--- config.mk ---
export PLATFORM = sky130hd
export DESIGN_NAME = m_inst_encoder_flat
export DESIGN_NICKNAME = d
export VERILOG_FILES = /design/src/rtl/m_inst_encoder_pkg.sv /design/src/rtl/m_inst_encoder_if.sv /design/src/rtl/m_imm_pack.sv /design/src/rtl/m_inst_encoder.sv /design/src/flat_wrapper.sv
export SDC_FILE = /design/constraint.sdc
export NUM_CORES = 1
export LEC_CHECK = 0
export CORE_UTILIZATION = 45
export DETAILED_ROUTE_END_ITERATION = 10
export PLACE_DENSITY = 0.79
export SLEW_MARGIN = 20
export SYNTH_ARGS = -nofsm -noshare
export SYNTH_HDL_FRONTEND = slang
export SYNTH_SLANG_ARGS = --single-unit
--- constraint.sdc ---
create_clock -name clk -period 3 [get_ports clk]
set_input_delay 0.6 -clock clk [delete_from_list [all_inputs] [get_ports clk]]
set_output_delay 0.6 -clock clk [all_outputs]
set_load 0.05 [all_outputs]
--- src/rtl/m_inst_encoder_pkg.sv ---
// Shared definitions for the RV32I instruction assembler: format codes,
// common opcodes and the filler word used for rejected entries.
package m_inst_encoder_pkg;

  typedef enum logic [2:0] {
    FMT_R = 3'd0,
    FMT_I = 3'd1,
    FMT_S = 3'd2,
    FMT_B = 3'd3,
    FMT_U = 3'd4,
    FMT_J = 3'd5
  } fmt_e;

  localparam logic [6:0]  OP_IMM    = 7'h13;
  localparam logic [6:0]  OP_STORE  = 7'h23;
  localparam logic [6:0]  OP_BRANCH = 7'h63;
  localparam logic [6:0]  OP_LUI    = 7'h37;
  localparam logic [6:0]  OP_JAL    = 7'h6F;

  // addi x0, x0, 0
  localparam logic [31:0] NOP_INST  = 32'h0000_0013;

endpackage

--- src/rtl/m_inst_encoder_if.sv ---
// Stream interface of the encoder: decoded-field input, address reload
// and packed-instruction output. The encoder takes the slave side.
interface m_inst_encoder_if #(
  parameter int ERR_W = 8
);
  import m_inst_encoder_pkg::*;

  logic                     in_valid;
  logic                     in_ready;
  logic [2:0]               in_fmt;
  logic [6:0]               in_opcode;
  logic [4:0]               in_rd;
  logic [4:0]               in_rs1;
  logic [4:0]               in_rs2;
  logic [2:0]               in_funct3;
  logic [6:0]               in_funct7;
  logic signed [31:0]       in_imm;
  logic                     addr_load;
  logic [31:0]              addr_val;
  logic                     out_valid;
  logic                     out_ready;
  logic [31:0]              out_inst;
  logic [31:0]              out_addr;
  logic                     out_err;
  logic [ERR_W-1:0]         err_cnt;

  modport master (
    output in_valid, in_fmt, in_opcode, in_rd, in_rs1, in_rs2, in_funct3,
           in_funct7, in_imm, addr_load, addr_val, out_ready,
    input  in_ready, out_valid, out_inst, out_addr, out_err, err_cnt
  );

  modport slave (
    input  in_valid, in_fmt, in_opcode, in_rd, in_rs1, in_rs2, in_funct3,
           in_funct7, in_imm, addr_load, addr_val, out_ready,
    output in_ready, out_valid, out_inst, out_addr, out_err, err_cnt
  );

endinterface

--- src/rtl/m_imm_pack.sv ---
// Scatters a value-form immediate into its instruction-field positions
// for each format and flags values the format cannot represent.
module m_imm_pack
  import m_inst_encoder_pkg::*;
(
  input  logic [2:0]         fmt,
  input  logic signed [31:0] imm,
  output logic [31:0]        imm_bits,
  output logic               imm_err
);

  // True when v fits in a two's-complement field of the given width.
  function automatic logic in_range(input logic signed [31:0] v, input int bits);
    logic signed [31:0] lim;
    lim = 32'sd1 <<< (bits - 1);
    return (v >= -lim) && (v < lim);
  endfunction

  // Per-format bit scatter and legality check.
  always_comb begin
    imm_bits = '0;
    imm_err  = 1'b0;
    case (fmt)
      FMT_R: ;
      FMT_I: begin
        imm_bits[31:20] = imm[11:0];
        imm_err         = !in_range(imm, 12);
      end
      FMT_S: begin
        imm_bits[31:25] = imm[11:5];
        imm_bits[11:7]  = imm[4:0];
        imm_err         = !in_range(imm, 12);
      end
      FMT_B: begin
        imm_bits[31]    = imm[12];
        imm_bits[30:25] = imm[10:5];
        imm_bits[11:8]  = imm[4:1];
        imm_bits[7]     = imm[11];
        imm_err         = !in_range(imm, 13) || imm[0];
      end
      FMT_U: begin
        imm_bits[31:12] = imm[31:12];
        imm_err         = (imm[11:0] != 12'd0);
      end
      FMT_J: begin
        imm_bits[31]    = imm[20];
        imm_bits[30:21] = imm[10:1];
        imm_bits[20]    = imm[11];
        imm_bits[19:12] = imm[19:12];
        imm_err         = !in_range(imm, 21) || imm[0];
      end
      default: imm_err = 1'b1;
    endcase
  end

endmodule

--- src/rtl/m_inst_encoder.sv ---
// Streaming RV32I assembler: packs decoded fields into a 32-bit word,
// tags it with a running address and replaces illegal entries with a NOP.
// One output register gives 1-cycle latency at full throughput.
module m_inst_encoder
  import m_inst_encoder_pkg::*;
#(
  parameter logic [31:0] BASE_ADDR = 32'h0000_0000,
  parameter logic [31:0] NOP_INST  = m_inst_encoder_pkg::NOP_INST,
  parameter int          ERR_W     = 8
)(
  input  logic           clk,
  input  logic           rst,
  m_inst_encoder_if.slave bus
);

  logic [31:0]      imm_bits;
  logic             imm_err;
  logic [31:0]      word_p0;
  logic             in_fire;
  logic             vld_p1;
  logic [31:0]      inst_p1;
  logic [31:0]      addr_p1;
  logic             err_p1;
  logic [31:0]      addr_cnt;
  logic [ERR_W-1:0] err_cnt_q;

  // Saturating increment so the error count never wraps back to zero.
  function automatic logic [ERR_W-1:0] sat_inc(input logic [ERR_W-1:0] v);
    return (&v) ? v : v + 1'b1;
  endfunction

  m_imm_pack u_imm_pack (
    .fmt      (bus.in_fmt),
    .imm      (bus.in_imm),
    .imm_bits (imm_bits),
    .imm_err  (imm_err)
  );

  // Stage p0: merge the register/funct fields with the scattered immediate.
  always_comb begin
    word_p0 = NOP_INST;
    case (bus.in_fmt)
      FMT_R:        word_p0 = {bus.in_funct7, bus.in_rs2, bus.in_rs1,
                               bus.in_funct3, bus.in_rd, bus.in_opcode};
      FMT_I:        word_p0 = imm_bits | {12'd0, bus.in_rs1, bus.in_funct3,
                                          bus.in_rd, bus.in_opcode};
      FMT_S, FMT_B: word_p0 = imm_bits | {7'd0, bus.in_rs2, bus.in_rs1,
                                          bus.in_funct3, 5'd0, bus.in_opcode};
      FMT_U, FMT_J: word_p0 = imm_bits | {20'd0, bus.in_rd, bus.in_opcode};
      default:      word_p0 = NOP_INST;
    endcase
    if (imm_err) word_p0 = NOP_INST;
  end

  assign bus.in_ready = !vld_p1 || bus.out_ready;
  assign in_fire      = bus.in_valid && bus.in_ready;

  // Stage p1: output register; holds while the consumer stalls.
  always_ff @(posedge clk) begin
    if (rst) begin
      vld_p1  <= 1'b0;
      inst_p1 <= '0;
      addr_p1 <= BASE_ADDR;
      err_p1  <= 1'b0;
    end else if (in_fire) begin
      vld_p1  <= 1'b1;
      inst_p1 <= word_p0;
      addr_p1 <= addr_cnt;
      err_p1  <= imm_err;
    end else if (bus.out_ready) begin
      vld_p1  <= 1'b0;
    end
  end

  // Address counter: a reload wins over the post-transfer increment.
  always_ff @(posedge clk) begin
    if (rst)                addr_cnt <= BASE_ADDR;
    else if (bus.addr_load) addr_cnt <= bus.addr_val;
    else if (in_fire)       addr_cnt <= addr_cnt + 32'd4;
  end

  // Count accepted entries that were replaced by the NOP.
  always_ff @(posedge clk) begin
    if (rst)                     err_cnt_q <= '0;
    else if (in_fire && imm_err) err_cnt_q <= sat_inc(err_cnt_q);
  end

  assign bus.out_valid = vld_p1;
  assign bus.out_inst  = inst_p1;
  assign bus.out_addr  = addr_p1;
  assign bus.out_err   = err_p1;
  assign bus.err_cnt   = err_cnt_q;

endmodule

--- src/flat_wrapper.sv ---
// flat-port wrapper written by rule: the top's interface ports become plain ports
module m_inst_encoder_flat import m_inst_encoder_pkg::*;
#(
  parameter logic [31:0] BASE_ADDR = 32'h0000_0000,
  parameter logic [31:0] NOP_INST  = m_inst_encoder_pkg::NOP_INST,
  parameter int          ERR_W     = 8
)
  (clk, rst, bus_in_valid, bus_in_fmt, bus_in_opcode, bus_in_rd, bus_in_rs1, bus_in_rs2, bus_in_funct3, bus_in_funct7, bus_in_imm, bus_addr_load, bus_addr_val, bus_out_ready, bus_in_ready, bus_out_valid, bus_out_inst, bus_out_addr, bus_out_err, bus_err_cnt);
  m_inst_encoder_if #(.ERR_W(ERR_W)) bus_i ();
  input  logic clk;
  input  logic rst;
  input wire logic [$bits(bus_i.in_valid)-1:0] bus_in_valid;
  input wire logic [$bits(bus_i.in_fmt)-1:0] bus_in_fmt;
  input wire logic [$bits(bus_i.in_opcode)-1:0] bus_in_opcode;
  input wire logic [$bits(bus_i.in_rd)-1:0] bus_in_rd;
  input wire logic [$bits(bus_i.in_rs1)-1:0] bus_in_rs1;
  input wire logic [$bits(bus_i.in_rs2)-1:0] bus_in_rs2;
  input wire logic [$bits(bus_i.in_funct3)-1:0] bus_in_funct3;
  input wire logic [$bits(bus_i.in_funct7)-1:0] bus_in_funct7;
  input wire logic [$bits(bus_i.in_imm)-1:0] bus_in_imm;
  input wire logic [$bits(bus_i.addr_load)-1:0] bus_addr_load;
  input wire logic [$bits(bus_i.addr_val)-1:0] bus_addr_val;
  input wire logic [$bits(bus_i.out_ready)-1:0] bus_out_ready;
  output wire logic [$bits(bus_i.in_ready)-1:0] bus_in_ready;
  output wire logic [$bits(bus_i.out_valid)-1:0] bus_out_valid;
  output wire logic [$bits(bus_i.out_inst)-1:0] bus_out_inst;
  output wire logic [$bits(bus_i.out_addr)-1:0] bus_out_addr;
  output wire logic [$bits(bus_i.out_err)-1:0] bus_out_err;
  output wire logic [$bits(bus_i.err_cnt)-1:0] bus_err_cnt;
  assign bus_i.in_valid = bus_in_valid;
  assign bus_i.in_fmt = bus_in_fmt;
  assign bus_i.in_opcode = bus_in_opcode;
  assign bus_i.in_rd = bus_in_rd;
  assign bus_i.in_rs1 = bus_in_rs1;
  assign bus_i.in_rs2 = bus_in_rs2;
  assign bus_i.in_funct3 = bus_in_funct3;
  assign bus_i.in_funct7 = bus_in_funct7;
  assign bus_i.in_imm = bus_in_imm;
  assign bus_i.addr_load = bus_addr_load;
  assign bus_i.addr_val = bus_addr_val;
  assign bus_i.out_ready = bus_out_ready;
  assign bus_in_ready = bus_i.in_ready;
  assign bus_out_valid = bus_i.out_valid;
  assign bus_out_inst = bus_i.out_inst;
  assign bus_out_addr = bus_i.out_addr;
  assign bus_out_err = bus_i.out_err;
  assign bus_err_cnt = bus_i.err_cnt;
  m_inst_encoder #(.BASE_ADDR(BASE_ADDR), .NOP_INST(NOP_INST), .ERR_W(ERR_W)) u_core (.clk(clk), .rst(rst), .bus(bus_i));
endmodule
==> reports/metrics.yaml, run 1 <==
hold_path_class: "register to register"
dp.cells: 933
drt-total-wl_mm: 15.2
grt_pass1_vias: 5031
syn-cell-area_sq_um: 5050
peakVddDrop_mv: 0.239
drive_gt1_frac: 0.0841
ys_ff_latch: 106
drc: 0
slowest_delay_ps: 570
cts_sinks: 106
finalWeightedCongestion: 0.959
netlist_instances: 629
vias: 5191
slowest_stage: "clkdlybuf4s50_1"
slew_headroom: 0.516
nets: 910
wl_met1_mm: 6.35
coreArea_sq_um: 10900
regToRegStartpoint: "u_core.addr_cnt[15]$_SDFFE_PP0N_"
die_area_sq_um: 11700
place.port_buffers: 178
yosys.area.top_type: "dfxtp_1"
viasPerCell: 5.47
grt_overflow: 0
crit_fanout: 7
top_layer: "met4"
synth_edf_count: 0
crit_path_start_kind: "primary input"
cts-root-buf: "clkbuf_8"
end_kind: "register"
fmax_mhz: 375
skew_ps: 14.8
rr_worst_depth: 7
yosys_warnings: 0
cts_resized: 0
final-instance-count-excl-fill: 949
ys_async_sr_fraction: 0
place_area_sq_um: 7050
final_cell_area_sq_um: 7230
cts_tree: "yes"
clockBufferDepth: 2
finalMaxSlewViolations: 0
rsz0062_at_grt: "no"
synthFlopType: "dfxtp_1"
insertion_delay_ps: 370
crit_chain: "clkdlybuf4s50_1, buf_4, nor2b_1, a22oi_1, and3_4, buf_4, a21oi_2, and4bb_2, mux2_2"
grt_pass1_wl_mm: 23.9
die_h_um: 108
holdCritStartpoint: "u_core.bus.out_addr[9]$_SDFFE_PP0P_"
power.density_nw_per_um2: 416
ioPinCount: 179
dr_wl_met3_mm: 1.11
worst_pin_slew_ps: 725
synth_cell_type_count: 47
drtAntennaViolNets: 0
min_period_ps: 2670
numCtsBuffers: 9
reg2reg_slack_ps: 720
antenna_cells: 0
period_share: 0.889
start_util: 0.464
grt_max_degree: 53
synth_nets: 735
drt_iter0_drc: 292
num_rows: 38
cts_setup_buffers: 0
cts_htree_levels: 3
setup_viol_count_final: 0
antenna_found_initial: 0
post-dp-hpwl_mm: 11.5
p_leak_nw: 2.66
crit_type: "primary input to register"
crit_top_cell: "buf_4"
p_total_w: 0.00301
fin_hold_ws_ps: 460
cp.arrival_ps: 2930
critical_path_required_ps: 3260
outcome: "finished, final reports clean"
yosys.area.top_type_share: 0.420
fillCellCount: 927
r2r_end: "u_core.addr_cnt[31]$_SDFFE_PP0N_"
synth.area.top_cells: "dfxtp_1 42%, nand2_1 8.3%, a21oi_1 6.7%, nor2_1 4.5%, a22oi_1 3.3%"
whs_endpoint: "u_core.bus.out_addr[9]$_SDFFE_PP0P_"
avgRoutedWirePerCell_um: 16.0
synth.avg_cell_area_sq_um: 8.03
chipWidth_um: 108
hold_buffers: 0
dr.pass1.iters: 5
finalHoldViolCount: 0
path_clk_slew_ps: 90
whs_path_depth: 2
synth.yosys.seq_area_share: 0.420
grt.total_usage: 0.260
area_growth_pct: 43.3
utilization: 0.664
drv_cap: 0
dr_wl_met2_mm: 7.49
layer usage:
metal | vias up | track usage
met5 | - | 0
met4 | 0 | 0.0685
met3 | 20 | 0.0699
met2 | 204 | 0.464
met1 | 2423 | 0.307
li1 | 2544 | -
flip-flops by register name, indices dropped and copies added, names as in the netlist:
register and flops:
u_core.bus.out_addr 32, u_core.bus.out_inst 32, u_core.addr_cnt 32, u_core.bus.out_valid 1
u_core.bus.err_cnt 8, u_core.bus.out_err 1
stage by stage:
| step | TNS [ps] | worst slack [ps] |
|---|---|---|
| final | 0 | 332 |
| after global routing | 0 | 244 |
| after CTS | 0 | 339 |
| after detailed placement | -49.7 | -41.7 |
| after global placement | 0 | 45.7 |
| after floorplan | 0 | 490 |
where the power goes:
group / total, W / switching, W / internal [W]
Sequential: 0.00151 / 0.0000485 / 0.00146
Clock: 0.000848 / 0.000509 / 0.000339
Combinational: 0.000649 / 0.000352 / 0.000298
Total: 0.00301 / 0.000909 / 0.00210
cells in the mapped netlist (7+ instances only):
cell,number
nor4_1,10
nor2_1,61
nor3_1,10
nor2b_1,23
nand2_1,111
inv_1,7
o21ai_0,21
clkbuf_1,28
nand3_1,12
buf_1,10
mux2i_1,14
nand4_1,17
dfxtp_1,106
xor2_1,12
a21oi_1,68
a22oi_1,22
o21ai_2,10
and3_1,11
xnor2_1,15
layout by cell type (no fill, tap or decap), types with 3 or more instances in the layout:
cell type and instances:
nand2b_1 5, xnor2_1 15, a22oi_1 22, and3_1 11
or3_1 3, mux2_2 4, nor3_1 10, nand3_1 12
inv_1 7, o41ai_1 3, nor4_1 10, mux2i_1 14
nor2_1 61, clkbuf_8 10, nor2b_1 23, nand4_1 17
a22o_1 6, o21a_1 4, clkinv_4 3, o22ai_1 6
clkdlybuf4s50_1 175, xor2_1 12, nand2_1 111, dfxtp_1 106
a21oi_1 68, and4_1 4, buf_4 27, o21ai_2 10
o21ai_0 21
kinds of logic after synthesis:
logic type | count (synthesis) | share of synthesized area
XOR/XNOR | 27 | 0.0468
AND/OR/NAND/NOR | 280 | 0.270
AO/OA/AOI/OAI | 146 | 0.177
multiplexers | 18 | 0.0367
flip-flops | 106 | 0.420
buffers and inverters | 49 | 0.0416
adder cells (fa/ha/maj) | 3 | 0.00694
layout make-up:
type / instances / area [sq um] / area share
well taps: 140 / 175 / 0.0242
repair buffers: 206 / 2000 / 0.277
flip-flops and latches: 106 / 2120 / 0.293
inverters: 7 / 26.3 / 0.00363
clock inverters: 5 / 46.3 / 0.00640
clock buffers: 11 / 141 / 0.0195
multi-input cells: 474 / 2720 / 0.376
worst max path at each step:
stage                              start                            endpoint  slack, ps  cells past startpoint
final                      bus_in_fmt[0]  u_core.bus.err_cnt[4]$_SDFFE_PP0P_        330                      9
after detailed placement   bus_in_fmt[0]  u_core.bus.err_cnt[4]$_SDFFE_PP0P_        -40                      9
after CTS                  bus_in_fmt[0]  u_core.bus.err_cnt[4]$_SDFFE_PP0P_        340                      9
after global routing       bus_in_fmt[0]  u_core.bus.err_cnt[4]$_SDFFE_PP0P_        240                      9
after global placement    bus_in_imm[26]  u_core.bus.err_cnt[4]$_SDFFE_PP0P_         50                      9
after floorplan            bus_out_ready    u_core.addr_cnt[31]$_SDFFE_PP0N_        490                      7
worst max-delay path, delay by kind of cell:
family / cells / cell delay [ps]
AO/OA/AOI/OAI: 2 / 410
buffers and inverters: 3 / 930
multiplexers: 1 / 330
AND/OR/NAND/NOR: 3 / 650
(Power assumes the default switching activity.)
==> run 2: changes to the inputs <==
Settings changed: CORE_MARGIN set to 2, SLEW_MARGIN 20 to not set.
==> reports/metrics.yaml, run 2 (same netlist as run 1, synthesis figures left out) <==
crit_fanout: 19  # +12
drive_gt1_frac: 0.0795  # -0.00455
mostFrequentLayoutCells: "175 x clkdlybuf4s50_1, 111 x nand2_1, 106 x dfxtp_1, 68 x a21oi_1, 61 x nor2_1"
cts-root-buf: "clkbuf_8"
drc: 0  # unchanged
drt_iter0_drc: 279  # -4.5%
coreArea_sq_um: 10900  # unchanged
slowest_stage: "or4_1"
place.port_buffers: 178  # unchanged
holdCritStartpoint: "u_core.bus.out_inst[7]$_SDFFE_PP0P_"
critical_path_required_ps: 3310  # +50 ps
crit_start: "bus_in_imm[26]"
r2r_end: "u_core.addr_cnt[18]$_SDFFE_PP0N_"
viasPerCell: 5.43  # -0.74%
place_area_sq_um: 7000  # -0.60%
reg2reg_slack_ps: 780  # +60 ps
end_kind: "register"
power.density_nw_per_um2: 423  # +1.8%
avgRoutedWirePerCell_um: 16.4  # +2.6%
worst_pin_slew_ps: 580  # -145 ps
antenna_cells: 0  # unchanged
drt-total-wl_mm: 15.5  # +2.2%
slew_headroom: 0.613  # +0.0970
clockBufferDepth: 2  # unchanged
regToRegStartpoint: "u_core.addr_cnt[9]$_SDFFE_PP0N_"
nets: 906  # -0.44%
p_leak_nw: 2.63  # -0.93%
grt_overflow: 0  # unchanged
post-dp-hpwl_mm: 11.8  # +2.1%
crit_family: "simple AND/OR/NAND/NOR gates"
crit_path_start_kind: "primary input"
whs_endpoint: "u_core.bus.out_inst[7]$_SDFFE_PP0P_"
crit_chain: "clkdlybuf4s50_1, nand4_1, or4_1, o2111ai_1, and3_4, nand2_2, or3_1, buf_12, o21ai_0"
numCtsBuffers: 9  # unchanged
finalWeightedCongestion: 0.883  # -7.9%
grt_max_degree: 59  # +11%
finalHoldViolCount: 0  # unchanged
cts_sinks: 106  # unchanged
dpl_worst_slack_ps: -49.7  # -7.98 ps
grt.total_usage: 0.259  # -0.00107
cts_htree_levels: 3  # unchanged
chipWidth_um: 110  # +1.9%
die_area_sq_um: 12100  # +3.7%
vias: 5131  # -1.2%
cts_tree: "yes"
antenna_found_initial: 0  # unchanged
final_cell_area_sq_um: 7200  # -0.50%
cts_resized: 0  # unchanged
ioPinCount: 179  # unchanged
dr.pass1.iters: 5  # unchanged
min_period_ps: 2670  # -1.23 ps
utilization: 0.661  # -0.00333
fillCellCount: 944  # +1.8%
hold_buffers: 0  # unchanged
grt_pass1_vias: 5124  # +1.8%
start_util: 0.464  # unchanged
drtAntennaViolNets: 0  # unchanged
skew_ps: 6.68  # -8.07 ps
area_growth_pct: 42.5
cp.arrival_ps: 2970  # +40 ps
insertion_delay_ps: 380  # about the same
outcome: "finished, final reports clean"
dp.cells: 929  # -0.43%
hold_path_class: "register to register"
grt_pass1_wl_mm: 24.3  # +2.0%
final_common_cell: "clkdlybuf4s50_1"
final-instance-count-excl-fill: 945  # -0.42%
slowest_delay_ps: 530  # -40 ps
num_rows: 38  # unchanged
p_total_w: 0.00305  # +1.2%
die_h_um: 110  # +1.9%
finalMaxSlewViolations: 0  # unchanged
drv_cap: 0  # unchanged
fin_ws_ps: 334  # +1.23 ps
rr_worst_depth: 7  # unchanged
period_share: 0.889  # about the same
path_clk_slew_ps: 100  # about the same
whs_path_depth: 2  # unchanged
setup_viol_count_final: 0  # unchanged
rsz0062_at_grt: "no"
cts_setup_buffers: 0  # unchanged
path_buf_inv: 2  # -1
fmax_mhz: 375  # about the same
peakVddDrop_mv: 0.260  # +8.9%
crit_type: "primary input to register"
-- run 2: cell count changes in the layout (fill, tap and decap cells not counted) --
cell / before / now
buf_12: 2 / 1
buf_4: 27 / 24
bufinv_16: 0 / 1
clkbuf_8: 10 / 9
clkinv_2: 0 / 2
clkinv_4: 3 / 0
clkinvlp_4: 0 / 2
inv_6: 1 / 0
-- run 2: worst max path at each step --
stage                                           end  slack (ps)  cells past startpoint
2_1_floorplan      u_core.addr_cnt[31]$_SDFFE_PP0N_         490                      7
3_3_place_gp     u_core.bus.err_cnt[4]$_SDFFE_PP0P_          50                      6
3_5_place_dp   u_core.bus.out_inst[14]$_SDFFE_PP0P_         -50                      9
4_1_cts        u_core.bus.out_inst[14]$_SDFFE_PP0P_         360                      9
5_1_grt        u_core.bus.out_inst[14]$_SDFFE_PP0P_         240                      9
6_report       u_core.bus.out_inst[14]$_SDFFE_PP0P_         330                      9
-- run 2: through the flow --
| stage | setup TNS, ps | hold slack (ps) |
|---|---|---|
| after floorplan | 0 | 431 |
| final | 0 | 460 |
| after detailed placement | -97.1 | 441 |
| after CTS | 0 | 461 |
| after global routing | 0 | 477 |
| after global placement | 0 | 436 |
-- run 2: power breakdown --
group	internal (W)	switching, W
combinational	0.000292	0.000351
clock	0.000389	0.000502
sequential	0.00146	0.0000489
total	0.00215	0.000902
-- run 2: worst min-delay path: cells and delay by family (launching register included) --
family / cells / cell delay [ps]
DFF: 1 / 340
and+or+nand+nor: 1 / 40
AOI/OAI and AO/OA: 1 / 50
-- run 2: routing by layer --
| metal | global-route usage | share of wire |
|---|---|---|
| met5 | 0 | 0 |
| met4 | 0.0967 | 0.023 |
| met3 | 0.0658 | 0.076 |
| met2 | 0.450 | 0.50 |
| met1 | 0.306 | 0.40 |
-- run 2: layout make-up --
class                      instances  area, sq um  share of cell area
timing repair buffer             202         1960               0.273
clock inverter                     6         66.3             0.00921
inverter                           7         26.3             0.00365
sequential                       106         2120               0.295
multi-input combinational        474         2720               0.378
tap                              140          175              0.0243
clock buffer                      10          128              0.0177
==> run 3: changes to the inputs <==
--- a/constraint.sdc
+++ b/constraint.sdc
@@ -3,2 +3,2 @@
 set_output_delay 0.6 -clock clk [all_outputs]
-set_load 0.05 [all_outputs]
+set_load 0.005 [all_outputs]
==> reports/metrics.yaml, run 3 (same netlist as run 1, synthesis figures left out) <==
hold_path_class: "register to register"
nets: 906  # unchanged
crit_type: "primary input to register"
dr.pass1.iters: 4  # -1
setup_tns_ps: 0  # unchanged
grt_pass1_wl_mm: 23.9  # -1.6%
viasPerCell: 5.39  # -0.64%
drtAntennaViolNets: 0  # unchanged
grt_overflow: 0  # unchanged
r2r_end: "u_core.addr_cnt[26]$_SDFFE_PP0N_"
cts_tree: "yes"
rr_worst_depth: 7  # unchanged
crit_chain: "clkdlybuf4s50_1, nand4_1, or4_1, o2111ai_1, and3_4, nand2_2, or3_1, buf_12, o21ai_0"
dpl_worst_slack_ps: -31.9  # +17.8 ps
crit_path_start_kind: "primary input"
cts-root-buf: "clkbuf_8"
min_period_ps: 2650  # -13.8 ps
seqPwrFrac: 0.527  # +0.030
cts_htree_levels: 3  # unchanged
final_cell_area_sq_um: 7190  # -0.12%
drive_gt1_frac: 0.0770  # -0.00248
grt_pass1_vias: 5066  # -1.1%
chipWidth_um: 110  # unchanged
clockBufferDepth: 2  # unchanged
cts_setup_buffers: 0  # unchanged
p_comb_frac: 0.185  # -0.026
skew_ps: 6.36  # -0.320 ps
die_area_sq_um: 12100  # unchanged
setup_viol_count_final: 0  # unchanged
finalMaxSlewViolations: 0  # unchanged
power.density_nw_per_um2: 399  # -5.7%
busiest_layer: "met2"
swShare: 0.266  # -0.0299
insertion_delay_ps: 370  # about the same
regToRegStartpoint: "u_core.addr_cnt[9]$_SDFFE_PP0N_"
drt_iter0_drc: 287  # +2.9%
worst_pin_slew_ps: 569  # -10.8 ps
antenna_found_initial: 0  # unchanged
grt_max_degree: 59  # unchanged
rsz0062_at_grt: "no"
ioPinCount: 179  # unchanged
fin_hold_ws_ps: 458  # -1.83 ps
antenna_cells: 0  # unchanged
die_h_um: 110  # unchanged
peakVddDrop_mv: 0.228  # -12%
cp.arrival_ps: 2940  # -30 ps
numCtsBuffers: 9  # unchanged
gr-usage-met2: 0.444  # -0.00613
met1_usage: 0.300  # -0.00562
dp.cells: 929  # unchanged
fin_ws_ps: 347  # +13.8 ps
finalWeightedCongestion: 0.883  # about the same
final_common_cell: "clkdlybuf4s50_1"
slew_headroom: 0.621  # +0.00718
final-instance-count-excl-fill: 945  # unchanged
vias: 5098  # -0.64%
drc: 0  # unchanged
reg2reg_slack_ps: 810  # +30 ps
whs_endpoint: "u_core.bus.out_inst[31]$_SDFFE_PP0P_"
path_clk_slew_ps: 90  # about the same
end_kind: "register"
p_leak_nw: 2.62  # -0.32%
grt.total_usage: 0.254  # -0.00498
grt.met3_usage: 0.0658  # unchanged
slowest_delay_ps: 560  # +30 ps
finalHoldViolCount: 0  # unchanged
period_share: 0.884  # -0.00460
start_util: 0.464  # unchanged
critical_path_required_ps: 3290  # -20 ps
place.port_buffers: 178  # unchanged
slowest_stage: "clkdlybuf4s50_1"
coreArea_sq_um: 10900  # unchanged
cts_resized: 0  # unchanged
outcome: "finished, final reports clean"
crit_start: "bus_in_imm[20]"
hold_buffers: 0  # unchanged
cts_sinks: 106  # unchanged
internal-power_w: 0.00211  # -1.8%
crit_fanout: 19  # unchanged
drt-total-wl_mm: 15.3  # -1.1%
p_switching_w: 0.000764  # -15%
whs_path_depth: 2  # unchanged
fmax_mhz: 377  # +0.52%
area_growth_pct: 42.4
post-dp-hpwl_mm: 11.8  # +0.24%
holdCritStartpoint: "u_core.bus.out_inst[31]$_SDFFE_PP0P_"
avgRoutedWirePerCell_um: 16.2  # -1.1%
place_area_sq_um: 7010  # about the same
num_rows: 38  # unchanged
pwr-share-clk: 0.288  # -0.004
fillCellCount: 996  # +5.5%
drv_cap: 0  # unchanged
mostFrequentLayoutCells: "176 x clkdlybuf4s50_1, 111 x nand2_1, 106 x dfxtp_1, 68 x a21oi_1, 61 x nor2_1"
-- run 3: critical path, delay by kind of cell --
kind                   cells  cell delay (ps)
AOI/OAI and AO/OA          2              290
buffers and inverters      2              740
and+or+nand+nor            5             1300
-- run 3: how the worst max path moves through the flow --
stage	slack, ps	to
2_1_floorplan	610	u_core.bus.err_cnt[4]$_SDFFE_PP0P_
3_3_place_gp	50	u_core.bus.out_inst[12]$_SDFFE_PP0P_
3_5_place_dp	-30	u_core.bus.out_inst[7]$_SDFFE_PP0P_
4_1_cts	360	u_core.bus.out_inst[7]$_SDFFE_PP0P_
5_1_grt	190	u_core.bus.out_inst[14]$_SDFFE_PP0P_
6_report	350	u_core.bus.out_inst[7]$_SDFFE_PP0P_
-- run 3: power by group through the flow --
stage          Sequential (W)  Combinational (W)  Clock [W]
2_1_floorplan         0.00154           0.000234          0
3_3_place_gp          0.00154           0.000515          0
3_5_place_dp          0.00154           0.000527          0
4_1_cts               0.00151           0.000529   0.000849
5_1_grt               0.00152           0.000578   0.000907
6_report              0.00151           0.000530   0.000828
-- run 3: metal layers --
| layer | vias up | part of all wire |
|---|---|---|
| met5 | - | 0 |
| li1 | 2534 | - |
| met1 | 2360 | 0.42 |
| met2 | 175 | 0.49 |
| met3 | 29 | 0.068 |
| met4 | 0 | 0.023 |
-- run 3: stage by stage --
step	util	total power [W]
2_1_floorplan	-	0.00177
3_3_place_gp	0.644	0.00206
3_5_place_dp	0.644	0.00207
4_1_cts	0.660	0.00289
5_1_grt	0.660	0.00301
6_report	0.660	0.00287
-- run 3: layout make-up --
class,count,area (sq um),area share
inverter,7,26.3,0.00365
tap,140,175,0.0244
multi-input combinational,474,2720,0.378
timing repair buffer,202,1960,0.273
clock buffer,13,159,0.0221
sequential,106,2120,0.295
clock inverter,3,23.8,0.00331
